## config.mk

```make
export PLATFORM = sky130hd
export DESIGN_NAME = jtdd_irqctl
export DESIGN_NICKNAME = d
export VERILOG_FILES = /design/src/rtl/jtdd_irqctl.sv
export SDC_FILE = /design/constraint.sdc
export NUM_CORES = 1
export LEC_CHECK = 0
export BUFFER_PORTS_ARGS = -buffer_cell sky130_fd_sc_hd__buf_2
export CAP_MARGIN = 10
export CORE_MARGIN = 2
export CORE_UTILIZATION = 38
export DETAILED_ROUTE_END_ITERATION = 12
export HOLD_SLACK_MARGIN = 0.1
export PLACE_DENSITY_LB_ADDON = 0.2
export SLEW_MARGIN = 20
export SYNTH_ARGS = -nofsm -noshare
export SYNTH_HDL_FRONTEND = slang
export SYNTH_SLANG_ARGS = --single-unit
```

## constraint.sdc

```tcl
create_clock -name clk -period 1.05 [get_ports clk]
set_clock_uncertainty 0.15 [all_clocks]
set_input_delay 0.21 -clock clk [delete_from_list [all_inputs] [get_ports clk]]
set_output_delay 0.21 -clock clk [all_outputs]
set_load 0.01 [all_outputs]
```

## src/rtl/jtdd_irqctl.sv

```systemverilog
// jtdd_irqctl: interrupt request controller for the sound/main CPUs.
// Each channel is either edge-latched (held until acknowledged) or a
// level pass-through, with selectable polarity, a mask register, a
// sticky overrun flag and a fixed-priority pending index.
module jtdd_irqctl #(
  parameter int             W        = 3,
  parameter logic [W-1:0]   EDGE     = '1,
  parameter logic [W-1:0]   POL      = '0,
  parameter logic [W-1:0]   MASK_RST = '1,
  parameter int             PW       = (W > 1) ? $clog2(W) : 1
) (
  input  logic          clk,
  input  logic          rst,
  input  logic          cen,
  input  logic [W-1:0]  din,
  input  logic [W-1:0]  clr,
  input  logic [W-1:0]  set,
  input  logic          mask_we,
  input  logic [W-1:0]  mask_din,
  input  logic          pause,
  output logic [W-1:0]  q,
  output logic [W-1:0]  qn,
  output logic          irq_any,
  output logic [PW-1:0] pend,
  output logic [W-1:0]  lost
);

  // Sources normalised so that 1 always means "asserted".
  logic [W-1:0] s;
  // Previous sample of s, used to detect rising transitions.
  logic [W-1:0] prev;
  // One-clock edge events, only meaningful on edge-mode channels.
  logic [W-1:0] e;
  // Anything that should (re)latch an edge-mode channel this clock.
  logic [W-1:0] hit;
  // Registered latch for edge-mode channels.
  logic [W-1:0] lat_r;
  // Effective request per channel, before the mask.
  logic [W-1:0] lat;
  // Channel enable register.
  logic [W-1:0] mask;
  // Sticky overrun flags.
  logic [W-1:0] lost_r;

  assign s   = din ^ POL;
  assign e   = {W{cen & ~pause}} & s & ~prev & EDGE;
  assign hit = (e | set) & EDGE;

  // Track the qualified source; loading s during reset means a source
  // already asserted when reset lifts is not mistaken for a new edge.
  always_ff @(posedge clk) begin
    if (rst) begin
      prev <= s;
    end else if (cen) begin
      prev <= s;
    end
  end

  // Edge latches: a new edge or software set beats an acknowledge on the
  // same clock, so a request arriving during the ack is never dropped.
  always_ff @(posedge clk) begin
    if (rst) begin
      lat_r <= '0;
    end else begin
      lat_r <= ((lat_r & ~clr) | hit) & EDGE;
    end
  end

  // Overrun flags: raised when a channel is hit while still latched and
  // not being acknowledged; an acknowledge always clears the flag.
  always_ff @(posedge clk) begin
    if (rst) begin
      lost_r <= '0;
    end else begin
      lost_r <= ((lost_r & ~clr) | (hit & lat_r & ~clr)) & EDGE;
    end
  end

  // Mask register; writes ignore cen so the CPU can always reach it.
  always_ff @(posedge clk) begin
    if (rst) begin
      mask <= MASK_RST;
    end else if (mask_we) begin
      mask <= mask_din;
    end
  end

  // Edge channels use the latch, level channels follow the source live.
  always_comb begin
    lat = (lat_r & EDGE) | ((s | set) & ~EDGE);
  end

  // Masked requests; held low while in reset so level channels cannot
  // leak through before the controller is released.
  always_comb begin
    q = rst ? '0 : (lat & mask);
  end

  // Active-low copy and summary for the CPU interrupt pins.
  always_comb begin
    qn      = ~q;
    irq_any = |q;
    lost    = lost_r;
  end

  // Fixed-priority encode: scanning downwards lets the lowest set
  // channel have the final say.
  always_comb begin
    pend = '0;
    for (int i = W - 1; i >= 0; i--) begin
      if (q[i]) pend = PW'(i);
    end
  end

endmodule

```

# Word level (Yosys, flattened, before mapping)
# Index checks and enable logic that the tools add are counted.
dict set report classes {
  muxes 6
  bitwise 15
  n_reduce_logical 2
}
# op n
set ops {}
lappend ops {{3-bit bitwise AND} 7}
lappend ops {{3-bit 2-to-1 mux} 3}
lappend ops {{3-bit NOT} 3}
lappend ops {{3-bit OR} 3}
lappend ops {{2-bit 2-to-1 mux} 3}
lappend ops {{3-bit OR reduction} 1}
lappend ops {{2-bit nonzero test} 1}
lappend ops {{1-bit bitwise AND} 1}
lappend ops {{1-bit NOT} 1}
dict set report word_totals {
  out_inout_bits 12
  regBits 12
  word_cells 27
  inputBits 17
}

# Logic depth before layout (Yosys ltp)
dict set report logic_depth {
  depth_word 8
  ltp_mapped 3
  mapped_depth_nobuf 2
}

# Worst setup path after synthesis
# Ideal clock, no wire load.
dict set report synth_path {
  path_kind {input -> output}
  from {input port rst}
  to {output port irq_any}
  n_path_buf 1
  t_required_ns 0.690
  setup_slack_ns -0.107
  cell_stages 3
  t_arrival_ns 0.797
  cell_sequence {clkbuf_2 -> nand3b_1 -> o21ai_0}
}
dict set report synth_via {
  elab_chain_len 2
}
# element line
set synth_lines {}
lappend synth_lines {{from (decl)} 13} ;# input logic rst,
lappend synth_lines {{3-bit 2-to-1 mux} 96} ;# q = rst ? '0 : (lat & mask);
lappend synth_lines {{3-bit OR reduction} 102} ;# irq_any = |q;
lappend synth_lines {{to (decl)} 23} ;# output logic irq_any,
# Every way passes these cells.

# Worst setup path in the final report
dict set report layout_path {
  from {register mask[0]}
  to {output port irq_any}
}
dict set report layout_via {
  elab_chain_len 3
}
# element line
set layout_lines {}
lappend layout_lines {{from (decl)} 41} ;# logic [W-1:0] mask;
lappend layout_lines {{from (signal assigned)} 84} ;# mask <= mask_din;
lappend layout_lines {{3-bit bitwise AND} 96}
lappend layout_lines {{3-bit 2-to-1 mux} 96}
lappend layout_lines {{3-bit OR reduction} 102}
# Every way passes these cells.

==> results.ini <==
[sta]
relSlewSlack=0.837
worst_slack_ns=-0.439
setup_viol=16
period_share=1.42
fmax_ghz=0.672
fin_tns_setup_ns=-3.54
hold_violations=3
report.final.slew_viol_count=0
fin_hold_ws_ns=-0.0184
worst_slew_pin_slew_ns=0.244
period_minus_slack_ns=1.49
rsz0062_at_grt=yes

[global_routing]
grt_pass1_vias=631
gr-total-overflow=0
antenna_found_initial=0
grt.total_usage=0.218
grt_max_degree=8
grt_first_pass_wirelength_mm=2.85

[clock_network]
htree_levels=1
clk_pin_slew_worst_paths_ns=0.08
cts_sinks=12
cts_buffer_depth=2
cts_root_buffer=clkbuf_4
clk_latency_ns=0.27
cts-buffers-inserted=3
tritoncts=done

[pwr]
power.total_w=0.00114
switching_share=0.273
power.density_mw_per_mm2=1030
p_int_w=0.000831
switchingPower_w=0.000312
p_comb_frac=0.277
vdd_drop_max_uv=634
power_frac_seq=0.463
power_frac_clock=0.260
p_leak_nw=0.492

[worst_setup_path]
crit_arrival_ns=1.13
crit_type=reg -> out
reg2reg_depth=2
crit_required_ns=0.69
startpoint_type=register
crit_fanout=2
endpoint_kind=output port

[placement]
io_buffers=28
gp_congestion=0.764
dpl.hpwl_mm=1.01
placed_cell_area_um2=788

[synthesis]
ys_warn_count=0
netlist_instances=52
syn_area_per_cell_um2=10.6
mappedNetlistNets=69
netlist_area_um2=549
ys_seq_area_frac=0.492
yosys_register_bits=12
synth_cell_types=20

[cells_and_area]
drive_above_1_share=0.670
final_common_cell=buf_2
final_nets=121
seq_area_um2=284
multiInputGateArea_um2=380
syn2layout_area_growth_pct=102
fin_area_mm2=0.00111
antenna_cells=0
fill_cells=71
final_cell_mix=buf_2 (19), buf_6 (11), buf_4 (10), dfxtp_2 (8), dlygate4sd3_1 (7)

[drt]
drt-pass1-iter-count=4
vias_per_cell=5.30
vias=625
drcViolationCount=0
ant_nets=0
routed_wl_mm=2.01
wl_per_cell_um=17.1
drt_iter0_markers=11

[die]
die_w_um=42.0
ioPinCount=29
die_h_um=42.0
start_util=0.412
core-area_mm2=0.00133
dieArea_mm2=0.00177
rows=13

[run_status]
status=finished with violations
failed_checks=negative hold slack, negative setup slack

[hold_path]
hold_class=in -> reg
hold_depth=2

[job]
max-cap-violations=0

## sequential cells by signal, summed over array words and instances (netlist names)
name  cells
lat       3
lost      3
mask      3
prev      3
## power groups by stage
stage / registers, W / logic [W] / clock network [W]
after floorplan: 0.000537 / 0.0000961 / 0
after global placement: 0.000532 / 0.000190 / 0
after detailed placement: 0.000534 / 0.000194 / 0
after CTS: 0.000525 / 0.000280 / 0.000308
after global routing: 0.000532 / 0.000337 / 0.000337
final: 0.000529 / 0.000317 / 0.000297
## stage by stage
| step | worst slack [ns] | instances | util |
|---|---|---|---|
| 2_1_floorplan | -0.0695 | 52 | - |
| 3_3_place_gp | -0.138 | 103 | 0.591 |
| 3_5_place_dp | -0.169 | 103 | 0.591 |
| 4_1_cts | -0.436 | 118 | 0.787 |
| 5_1_grt | -0.501 | 118 | 0.831 |
| 6_report | -0.439 | 118 | 0.831 |
## per-layer routing
metal / wire, µm / up-vias / global-route usage
met4: 26 / 0 / 0.0875
met3: 114 / 4 / 0.0517
met5: 0 / - / 0
met1: 729 / 307 / 0.210
met2: 1140 / 27 / 0.434
li1: - / 287 / -
## what timing repair did
| item | 4_1_cts | 5_1_grt |
|---|---|---|
| hold buffers | 7 | 1 |
| endpoints found under the setup margin | 17 | 20 |
| gates cloned | 0 | 0 |
| hold endpoints to repair | 12 | 7 |
| buffers inserted | 4 | 1 |
| gates resized for setup | 22 | 10 |
| pin swaps | 5 | 6 |
## critical path: stages (launching register included)
cell and delay (ns):
dfxtp_2 0.33, a22oi_2 0.19, buf_4 0.15, o21ai_2 0.05, buf_2 0.15
## synthesized netlist by cell type, drive strengths merged
cell type	instances	area [µm²]
a2111oi	3	45.0
a21oi	1	5.00
a22oi	1	7.51
a31oi	3	18.8
and3	1	6.26
and4	1	8.76
clkbuf	1	5.00
dfxtp	9	180
edfxtp	3	90.1
inv	6	22.5
mux2i	3	30.0
nand2	3	11.3
nand2b	3	18.8
nand3	1	5.00
nand3b	2	27.5
nand4bb	3	33.8
nor2	6	22.5
o21ai	1	5.00
or2	1	6.26
## path summary, 6_finish.rpt
kind	from	end	slack, ns
hold / removal	clr[2]	lost[2]$_SDFF_PP0_	-0.02
hold reg to reg	mask[2]$_SDFFE_PP1P_	mask[2]$_SDFFE_PP1P_	0.35
setup reg to reg	prev[2]$_DFFE_PP_	lost[2]$_SDFF_PP0_	-0.15
setup / recovery	mask[0]$_SDFFE_PP1P_	irq_any	-0.44
## cell families (layout without fill, tap and decap cells)
family | after synthesis | in the layout | synth area share
buffers and inverters | 7 | 58 | 0.0501
multiplexers | 3 | 3 | 0.0547
flip-flops | 12 | 12 | 0.492
AND/OR/NAND/NOR | 21 | 21 | 0.255
AO/OA/AOI/OAI | 9 | 9 | 0.148
## final cells by class
type / instances / area share
Clock buffer: 4 / 0.0237
Inverter: 6 / 0.0203
Multi-Input combinational cell: 33 / 0.343
Sequential cell: 12 / 0.256
Tap cell: 15 / 0.0169
Timing Repair Buffer: 48 / 0.340
No activity file was read; power rests on OpenSTA's default activity.
